`src/rtl/mult_div_unit.sv`:
```
// mult_div_unit: iterative signed multiply/divide unit for the execute stage.
//   Multiply uses radix-2 Booth on a 2*WIDTH+1-bit accumulator (one arithmetic
//   right shift per step). Divide uses non-restoring division on operand
//   magnitudes, with the quotient sign fixed up on the edge that enters DONE.
//   A start pulse in any state aborts the current operation and restarts.
//   Latency is fixed: start sampled at edge E0, data_resultRDY high after E(WIDTH+1).
// Ports:
//   clock           rising-edge clock
//   reset           synchronous, active-high reset
//   data_operandA   multiplicand / dividend (two's complement)
//   data_operandB   multiplier / divisor (two's complement)
//   ctrl_MULT       start-multiply pulse (wins over ctrl_DIV)
//   ctrl_DIV        start-divide pulse
//   data_result     low WIDTH bits of the product, or the quotient
//   data_exception  multiply overflow, divide-by-zero or INT_MIN/-1
//   data_resultRDY  one-cycle pulse while result/exception are fresh
//
// state | meaning
// IDLE  | waiting for a start pulse
// MULT  | one setup edge, then WIDTH Booth iterations
// DIV   | one setup edge, then WIDTH non-restoring iterations
// DONE  | result valid, data_resultRDY high for this cycle
module mult_div_unit #(
  parameter int WIDTH = 32,
  parameter int CNT_W = 5
) (
  input  logic             clock,
  input  logic             reset,
  input  logic [WIDTH-1:0] data_operandA,
  input  logic [WIDTH-1:0] data_operandB,
  input  logic             ctrl_MULT,
  input  logic             ctrl_DIV,
  output logic [WIDTH-1:0] data_result,
  output logic             data_exception,
  output logic             data_resultRDY
);

  typedef enum logic [1:0] {IDLE, MULT, DIV, DONE} state_t;

  localparam logic [WIDTH-1:0] int_min_val = {1'b1, {(WIDTH-1){1'b0}}};

  state_t               state;
  logic [CNT_W-1:0]     cnt;
  logic                 primed;   // setup edge done; iterations may run
  logic [WIDTH-1:0]     a_q;
  logic [WIDTH-1:0]     b_q;
  logic [2*WIDTH:0]     acc;      // {hi, multiplier/low product, booth q-1}
  logic [WIDTH+1:0]     rem;      // signed partial remainder, 2 guard bits
  logic [WIDTH-1:0]     quo;
  logic [WIDTH-1:0]     dvs;

  logic [WIDTH:0]       booth_hi;
  logic [WIDTH:0]       booth_sum;
  logic [2*WIDTH:0]     booth_nx;
  logic                 mult_exc;
  logic [WIDTH+1:0]     rem_sh;
  logic [WIDTH+1:0]     rem_nx;
  logic [WIDTH-1:0]     quo_nx;
  logic [WIDTH-1:0]     abs_a;
  logic [WIDTH-1:0]     abs_b;
  logic                 neg;
  logic                 div_zero;
  logic [WIDTH-1:0]     div_res;
  logic                 div_exc;
  logic                 last_iter;

  always_comb begin
    // High half is sign-extended by one bit so subtracting INT_MIN cannot wrap.
    booth_hi  = {acc[2*WIDTH], acc[2*WIDTH:WIDTH+1]};
    booth_sum = booth_hi;
    case (acc[1:0])
      2'b01:   booth_sum = booth_hi + {a_q[WIDTH-1], a_q};
      2'b10:   booth_sum = booth_hi - {a_q[WIDTH-1], a_q};
      default: booth_sum = booth_hi;
    endcase
    booth_nx = {booth_sum, acc[WIDTH:1]};
    // product[2W-1:W-1] must be all zeros or all ones to fit in WIDTH bits
    mult_exc = (booth_nx[2*WIDTH:WIDTH] != '0) && (booth_nx[2*WIDTH:WIDTH] != '1);

    rem_sh = {rem[WIDTH:0], quo[WIDTH-1]};
    rem_nx = rem[WIDTH+1] ? (rem_sh + {2'b00, dvs}) : (rem_sh - {2'b00, dvs});
    quo_nx = {quo[WIDTH-2:0], ~rem_nx[WIDTH+1]};

    abs_a    = a_q[WIDTH-1] ? -a_q : a_q;
    abs_b    = b_q[WIDTH-1] ? -b_q : b_q;
    neg      = a_q[WIDTH-1] ^ b_q[WIDTH-1];
    div_zero = (b_q == '0);
    div_res  = div_zero ? '0 : (neg ? -quo_nx : quo_nx);
    // INT_MIN/-1 naturally yields 0x80000000 from the magnitude path; only flag it
    div_exc  = div_zero || ((a_q == int_min_val) && (b_q == '1));

    last_iter = (cnt == CNT_W'(WIDTH-1));
  end

  always_ff @(posedge clock) begin
    if (reset) begin
      state          <= IDLE;
      cnt            <= '0;
      primed         <= 1'b0;
      a_q            <= '0;
      b_q            <= '0;
      acc            <= '0;
      rem            <= '0;
      quo            <= '0;
      dvs            <= '0;
      data_result    <= '0;
      data_exception <= 1'b0;
    end else if (ctrl_MULT || ctrl_DIV) begin
      state          <= ctrl_MULT ? MULT : DIV;
      a_q            <= data_operandA;
      b_q            <= data_operandB;
      cnt            <= '0;
      primed         <= 1'b0;
      data_result    <= '0;
      data_exception <= 1'b0;
    end else begin
      case (state)
        MULT: begin
          if (!primed) begin
            acc    <= {{WIDTH{1'b0}}, b_q, 1'b0};
            primed <= 1'b1;
          end else begin
            acc <= booth_nx;
            cnt <= cnt + 1'b1;
            if (last_iter) begin
              state          <= DONE;
              data_result    <= booth_nx[WIDTH:1];
              data_exception <= mult_exc;
            end
          end
        end
        DIV: begin
          if (!primed) begin
            rem    <= '0;
            quo    <= abs_a;
            dvs    <= abs_b;
            primed <= 1'b1;
          end else begin
            rem <= rem_nx;
            quo <= quo_nx;
            cnt <= cnt + 1'b1;
            if (last_iter) begin
              state          <= DONE;
              data_result    <= div_res;
              data_exception <= div_exc;
            end
          end
        end
        DONE:    state <= IDLE;
        default: state <= IDLE;
      endcase
    end
  end

  assign data_resultRDY = (state == DONE);

endmodule

```
`config.mk`:
```
export PLATFORM = sky130hd
export DESIGN_NAME = mult_div_unit
export DESIGN_NICKNAME = d
export VERILOG_FILES = /design/src/rtl/mult_div_unit.sv
export SDC_FILE = /design/constraint.sdc
export NUM_CORES = 1
export LEC_CHECK = 0
export BUFFER_PORTS_ARGS = -buffer_cell sky130_fd_sc_hd__buf_2
export CORE_UTILIZATION = 40
export DETAILED_ROUTE_END_ITERATION = 10
export GPL_TIMING_DRIVEN = 0
export PLACE_DENSITY_LB_ADDON = 0.1
export SLEW_MARGIN = 20
export SYNTH_ARGS = -nofsm -noshare
export SYNTH_HDL_FRONTEND = slang
export SYNTH_SLANG_ARGS = --single-unit
```
`constraint.sdc`:
```
create_clock -name clock -period 6 [get_ports clock]
set_input_delay 0.3 -clock clock [delete_from_list [all_inputs] [get_ports clock]]
set_output_delay 0.3 -clock clock [all_outputs]
set_load 0.05 [all_outputs]
```
==> results of run 1 <==
[synth_stat cells (5+ instances only)]
| cell type | n | share of area [%] |
|---|---|---|
| a211o_1 | 6 | 0.30 |
| a211oi_1 | 72 | 3.1 |
| a21o_1 | 40 | 1.7 |
| a21oi_1 | 210 | 6.1 |
| a221oi_1 | 21 | 1.1 |
| a22o_1 | 7 | 0.35 |
| a22oi_1 | 45 | 2.0 |
| a31oi_1 | 20 | 0.72 |
| and2_1 | 7 | 0.25 |
| and3_1 | 9 | 0.33 |
| buf_1 | 10 | 0.22 |
| clkbuf_1 | 140 | 3.0 |
| dfxtp_1 | 268 | 31 |
| ha_1 | 77 | 5.6 |
| inv_1 | 33 | 0.72 |
| mux2i_1 | 52 | 3.0 |
| nand2_1 | 334 | 7.3 |
| nand2b_1 | 12 | 0.43 |
| nand3_1 | 23 | 0.67 |
| nand3b_1 | 5 | 0.22 |
| nand4_1 | 19 | 0.69 |
| nand4b_1 | 6 | 0.30 |
| nor2_1 | 293 | 6.4 |
| nor2b_1 | 28 | 1.0 |
| nor3_1 | 57 | 1.7 |
| nor4_1 | 23 | 0.83 |
| o211ai_1 | 11 | 0.48 |
| o21a_1 | 10 | 0.43 |
| o21ai_0 | 104 | 3.0 |
| o21bai_1 | 8 | 0.35 |
| o31ai_1 | 17 | 0.74 |
| o41ai_1 | 8 | 0.41 |
| or2_2 | 10 | 0.36 |
| or3_1 | 31 | 1.1 |
| or4_1 | 16 | 0.70 |
| xnor2_1 | 79 | 4.0 |
| xor2_1 | 112 | 5.7 |
[final timing paths]
kind,end,depth (start not counted),start
worst max-delay path,data_exception$_SDFFE_PP0P_,16,a_q[0]$_SDFFE_PP0N_
worst min register to register,rem[22]$_SDFFE_PP0P_,2,rem[22]$_SDFFE_PP0P_
worst min-delay path,b_q[20]$_SDFFE_PP0N_,3,data_operandB[20]
worst max register to register,data_exception$_SDFFE_PP0P_,16,a_q[0]$_SDFFE_PP0N_
[worst reg2reg max path: stages (launching register included)]
cell and delay (ns):
dfxtp_1 0.37, or4_4 0.57, or4_4 0.47, nor2b_1 0.17, xnor2_1 0.29, ha_2 0.38, a2111oi_4 0.39, o21ai_4 0.16
a311o_1 0.35, or4_1 0.60, nor4b_4 0.26, or4b_1 0.45, or4_1 0.43, nor4_2 0.26, nand4b_1 0.17, o41ai_2 0.25
a31oi_1 0.12
[power by group through the flow]
stage          clock network (mW)  registers, mW  logic (mW)
6_report                     2.12           1.88        1.02
5_1_grt                      2.22           1.89        1.11
4_1_cts                      2.15           1.88       0.953
3_5_place_dp                    0           1.92       0.916
3_3_place_gp                    0           1.92       0.908
2_1_floorplan                   0           1.89       0.660
[state kept, by name, indices dropped and copies added, names as in the netlist, 5 cells and up]
register and cells:
rem 34, data_result 32, acc 65, cnt 5, dvs 32, a_q 32
b_q 32, quo 32
[cells by family after synthesis]
group                      after synthesis  share of synthesized area [%]
and+or+nand+nor                        890                           23.1
AOI/OAI and AO/OA                      624                           23.1
DFF                                    268                           31.0
xor gates and xnor gates               191                           9.68
buffers and inverters                  187                           4.09
adders and majority gates               79                           5.81
muxes                                   55                           3.21
[repair_timing]
action / in CTS / in global routing
pin swaps: 6 / 26
buffers inserted: 5 / 9
hold buffers: 3 / 0
setup endpoints to repair: 19 / 14
endpoints found under the hold margin: 3 / 0
resized for setup: 35 / 63
[cell type report]
cell class,instances,share of cell area (%)
Multi-Input combinational cell,1839,57.9
Sequential cell,268,26.4
Clock buffer,47,4.94
Tap cell,577,3.55
Timing Repair Buffer,118,3.21
Buffer,146,2.72
Inverter,35,0.646
Clock inverter,10,0.640
[per-stage QoR]
step / cells / hold slack (ns) / area [um2] / util, %
after CTS: 3037 / 0.000119 / 19900 / 47.0
after global placement: 2972 / 0.444 / 18500 / 43.7
after detailed placement: 2972 / 0.452 / 18500 / 43.7
after global routing: 3040 / 0.0151 / 20300 / 48.0
final: 3040 / 0.0184 / 20300 / 48.0
after floorplan: 2294 / 0.379 / 17300 / -
[metal layers]
layer / wire length [um] / vias to the layer above / global-route usage, % / part of all wire [%]
met1: 27700 / 8459 / 37.3 / 46
met2: 28000 / 552 / 44.6 / 46
met3: 3600 / 97 / 3.67 / 5.9
met4: 1560 / 0 / 7.35 / 2.6
li1: - / 8445 / - / -
met5: 0 / - / 0 / 0
[layout by cell type (no fill, tap or decap), types with 11 or more instances in the layout]
master       n
xnor2_1     67
nor4_1      20
a221oi_1    15
xnor2_2     12
inv_1       32
clkbuf_1   140
dfxtp_1    267
xor2_1     109
o21ai_0    102
nand3_1     23
a22oi_1     45
o211ai_1    11
nand2b_1    12
a31oi_1     16
nand4_1     19
nand2_1    332
buf_2      102
mux2i_1     52
a211oi_1    72
o31ai_1     15
buf_4       14
clkbuf_16   37
nor3_1      54
or3_1       28
a21o_1      40
a21oi_1    208
ha_1        68
nor2b_1     28
nor2_1     290
==> summary.md, run 1 <==
| Metric | Value |
|---|---|
| Status | `complete, no violations` |
| Io pins | `about 100` |
| Multi-input logic area | `about 12,000 um2` |
| Synthesized instance count | `2,294` |
| P&R area growth vs syn | `17.6%` |
| CP required | `approximately 6.4 ns` |
| Buffers and inverters on the worst path | `0` |
| Final hold vios | `0` |
| N_diodes | `0` |
| Crit path DAT | `about 6.2 ns` |
| Reg clk slew, reported paths | `0.06 ns` |
| Slowest stage delay, CP | `0.60 ns` |
| Hold Crit Class | `in -> reg` |
| 1st-iter DRT viols | `around 1,600` |
| Core area | `~42,000 um2` |
| Async S/R FF share, synth | `0%` |
| Peak Freq | `~0.17 GHz` |
| # fillers | `between 4,000 and 5,000` |
| Clock skew | `about 0.018 ns` |
| Net Switching | `1.52 mW` |
| Tot Pwr | `5.02 mW` |
| # DRC | `0` |
| Routed wire length | `60.9 mm` |
| ANT nets after route | `0` |
| Worst-case clock buffer depth | `3` |
| Via/cell ratio | `5.77` |
| Netlist cell types | `just under 80` |
| # setup viols final | `0` |
| Max IR drop VDD | `0.173 mV` |
| DRT Pass-1 Iters | `6` |
| WL per Instance | `20.0 um` |
| Rows | `75` |
| Post-synth top flop | `dfxtp_1` |
| Critical-path maximum fanout | `5` |
| Number of global-route vias before repair | `between 15,000 and 20,000` |
| FF-to-FF setup slack | `about 0.16 ns` |
| Synth Register Bits | `roughly 270` |
| Detailed Place HPWL | `46.3 mm` |
| Fin Setup TNS | `0 ns` |
| Comb pwr share | `20.3%` |
| # nets final | `2,589` |
| Crit start category | `register` |
| Worst-margin pin slew | `1.04 ns` |
| Crit Path Class | `reg -> reg` |
| Post-Syn Nets | `between 2,000 and 2,500` |
| Total GRT Usage | `27.2%` |
| Number of enable flip-flop cells after synthesis | `0` |
| FF/Latch Area | `5370 um2` |
| Largest net degree at the start of global routing | `13` |
| Post-Syn Area | `17,300 um2` |
| Yosys warnings | `0` |
| Worst slack, placed | `-1.32 ns` |
| Die height | `roughly 210 um` |
| Initial antenna violation count | `0` |
| Switching Share | `a little under a third` |
| Share of cells above drive strength 1 | `a little over a tenth` |
| Leak | `roughly 8 nW` |
| Pwr dens | `between 200 and 250 nW/um2` |
| Period utilisation layout | `between 90 and 100%` |
| Seq/Total Area, Yosys | `31.0%` |
| Initial core utilization | `between 40 and 50%` |
| First-pass GRT wire length | `94.0 mm` |
| Kind of cell adding the most delay to the critical path | `simple AND/OR/NAND/NOR gates` |
| Reg power frac | `37.6%` |
| Relative slew margins | `between 30% and 40%` |
| PortBufs | `~100` |
| Crit-path slowest cell | `or4_1` |
| Remaining global-route overflow | `0` |
| Die width | `about 210 um` |
| P_int | `about 3.5 mW` |
| Root cell of the clock tree | `clkbuf_16` |
| Routability cong. | `approximately 0.93` |
| RSZ-0062 raised after global routing | `true` |
| Syn_area_per_cell | `between 7 and 8 um2` |
| DR vias | `17,553` |
| Crit path capture type | `register` |
| Clk_lat worst skew | `roughly 0.53 ns` |
| Max cap viols | `0` |
| PnR worst setup slack | `0.160 ns` |
| CTS H-tree depth | `2` |
| Die ar. | `roughly 44,000 um2` |
| Clock period minus worst slack | `roughly 6 ns` |
| CTS tree | `done` |
| Final Max Tran Viols | `0` |
| Power share of the clock group | `42.2%` |
| TritonCTS Sinks | `approximately 270` |
| Crit-path cells | `or4_4 -> or4_4 -> nor2b_1 -> xnor2_1 -> ha_2 -> a2111oi_4 -> o21ai_4 -> a311o_1 -> or4_1 -> nor4b_4 -> or4b_1 -> or4_1 -> nor4_2 -> nand4b_1 -> o41ai_2 -> a31oi_1` |
| Cts bufs inserted | `34` |
(Power assumes the default switching activity.)
==> run 2, diff against run 1 <==
CORE_UTILIZATION = 38   (was 40)
HOLD_SLACK_MARGIN = 0.12   (was not set)
==> run 2 against run 1 <==
- total power rose by 2.9%
- maximum frequency rose by 1.4%
- sequential share of layout area is 0.77 points lower
- highest routed layer unchanged
- first-iteration DRC count is 26% lower
- count of clock-buffer cells in the layout decreased by 6
==> summary.md, run 2 (synthesized netlist as in run 1, its figures left out) <==
| Metric | Value |
|---|---|
| Status | `complete, no violations` |
| Final Max Tran Viols | `0` |
| Die ar. | `approximately 46,000 um2` |
| Clk_lat worst skew | `approximately 0.53 ns` |
| Clock skew | `approximately 0.018 ns` |
| Cts bufs inserted | `34` |
| Number of global-route vias before repair | `16,891` |
| P&R area growth vs syn | `21.2%` |
| CTS tree | `done` |
| Worst R2R Path Depth | `25` |
| Root cell of the clock tree | `clkbuf_16` |
| Crit Path Class | `reg -> reg` |
| Crit path capture type | `register` |
| # nets final | `around 2,700` |
| Multi-input logic area | `between 10,000 and 15,000 um2` |
| Max IR drop VDD | `roughly 0.21 mV` |
| FF-to-FF setup slack | `between 0.2 and 0.25 ns` |
| Initial antenna violation count | `1` |
| Leak | `between 8 and 9 nW` |
| ANT nets after route | `0` |
| Largest net degree at the start of global routing | `15` |
| Core area | `roughly 45,000 um2` |
| Total GRT Usage | `between 20% and 30%` |
| Number of flip-flops in the largest register | `65` |
| Top flop regs | `acc: 65 flops, rem: 34 flops` |
| CTS H-tree depth | `2` |
| Share of cells above drive strength 1 | `between 10% and 20%` |
| Final Util | `a little under half` |
| 1st-iter DRT viols | `between 1,000 and 1,500` |
| Max cap viols | `0` |
| DRT Pass-1 Iters | `5` |
| Detailed Place HPWL | `47.0 mm` |
| Commonest non-fill, non-tap cell in the layout | `nand2_1` |
| Remaining global-route overflow | `0` |
| PortBufs | `101` |
| Via/cell ratio | `5.69` |
| Final hold vios | `0` |
| Fin Hold WS | `about 0.17 ns` |
| Worst-margin pin slew | `around 1 ns` |
| Min-Delay Path Depth | `4` |
| Crit start category | `register` |
| # fillers | `around 4,600` |
| Crit path DAT | `between 6 and 7 ns` |
| FF/Latch Area | `between 5000 and 6000 um2` |
| DR vias | `~18,000` |
| # setup viols final | `0` |
| Die height | `approximately 220 um` |
| Die width | `~220 um` |
| Rows | `between 70 and 80` |
| Clock period minus worst slack | `a little under 6 ns` |
| # DRC | `0` |
| Reg clk slew, reported paths | `0.06 ns` |
| Routed wire length | `approximately 63 mm` |
| Routability cong. | `0.908` |
| Initial core utilization | `roughly two fifths` |
| Most frequent cells in the layout | `nand2_1 (332), nor2_1 (289), dfxtp_1 (266)` |
| Relative slew margins | `a little under a third` |
| WL per Instance | `~20 um` |
| Peak Freq | `roughly 0.17 GHz` |
| Hold Crit Class | `in -> reg` |
| Fin Setup TNS | `0 ns` |
| Hold EP | `state[0]$_SDFFE_PP0P_` |
| CP required | `roughly 6.4 ns` |
| TritonCTS Sinks | `268` |
| Pwr dens | `~250 nW/um2` |
| Period utilisation layout | `between 90% and 100%` |
| First-pass GRT wire length | `96.4 mm` |
| Worst-case clock buffer depth | `3` |
| Critical-path maximum fanout | `6` |
| R2r endpoint | `data_result[26]$_SDFFE_PP0P_` |
| Most flop-heavy register | `acc` |
| Worst Min Path Start | `ctrl_DIV` |
| Io pins | `between 100 and 150` |
| Reg-to-Reg Start | `dvs[6]$_SDFFE_PP0P_` |
## run 2: cell types whose count changed in the layout (fill, tap and decap cells not counted), moves of 3 or more
cell / delta
bufinv_16: +3
clkbuf_1: -5
buf_4: +9
a221oi_1: +3
dlygate4sd3_1: +63
clkinv_2: +3
## run 2: layer usage
metal | GRT usage [%] | vias up | share of wire (%)
li1 | - | 8590 | -
met1 | 34.9 | 8602 | 45
met2 | 43.6 | 492 | 47
met3 | 3.77 | 101 | 5.4
met4 | 9.36 | 0 | 3.1
met5 | 0 | - | 0
## run 2: layout make-up
type                            instances  share of cell area [%]
Antenna cell                            1                  0.0119
Timing Repair Buffer                  189                    6.35
Multi-Input combinational cell       1839                    55.6
Clock inverter                         18                    1.21
Buffer                                144                    2.60
Tap cell                              592                    3.54
Sequential cell                       268                    25.6
Inverter                               35                   0.627
Clock buffer                           41                    4.43
## run 2: worst max-delay path by stage
stage,start,to,slack [ns],cells after the start
after global routing,dvs[6]$_SDFFE_PP0P_,data_result[30]$_SDFFE_PP0P_,-0.04,25
after global placement,dvs[9]$_SDFFE_PP0P_,data_result[28]$_SDFFE_PP0P_,-1.45,25
after detailed placement,dvs[9]$_SDFFE_PP0P_,data_result[28]$_SDFFE_PP0P_,-1.56,23
final,dvs[6]$_SDFFE_PP0P_,data_result[26]$_SDFFE_PP0P_,0.24,25
after CTS,a_q[0]$_SDFFE_PP0N_,data_exception$_SDFFE_PP0P_,0.002,20
after floorplan,dvs[9]$_SDFFE_PP0P_,data_result[30]$_SDFFE_PP0P_,0.23,26
## run 2: what timing repair did
item	CTS	global route
pin swaps	10	21
cloned	0	0
setup endpoints to repair	22	17
hold buffers	66	0
endpoints found under the hold margin	66	0
gates resized for setup	38	46
buffers inserted	11	11
## run 2: power breakdown
group          switching (mW)  internal [mW]
combinational           0.636          0.415
sequential             0.0632           1.82
clock                   0.866           1.36
## run 2: worst max-delay path, cell delays in order, from the launching register on
cell	delay, ns
dfxtp_1	0.36
or4_4	0.59
nor3_4	0.26
and3b_2	0.26
nor2_1	0.06
xor2_1	0.18
ha_1	0.24
a21o_1	0.19
a21o_1	0.17
a221oi_1	0.27
o21bai_1	0.10
a221o_1	0.29
a21o_1	0.21
a221o_1	0.40
a31oi_4	0.32
xor2_4	0.12
inv_2	0.09
ha_2	0.18
nand2_2	0.07
nor3_4	0.20
nand2_4	0.15
o21ai_4	0.18
nand2_1	0.08
xor2_1	0.18
a221oi_1	0.39
nor3_1	0.07
## run 2: stage by stage
| step | cell area, um2 | cells | worst slack, ns | power, mW |
|---|---|---|---|---|
| after floorplan | 17300 | 2294 | 0.225 | 2.55 |
| after global placement | 18500 | 2987 | -1.45 | 2.83 |
| after detailed placement | 18500 | 2987 | -1.56 | 2.84 |
| after CTS | 20700 | 3122 | 0.00151 | 5.15 |
| after global routing | 21000 | 3127 | -0.0368 | 5.37 |
| final | 21000 | 3127 | 0.238 | 5.16 |
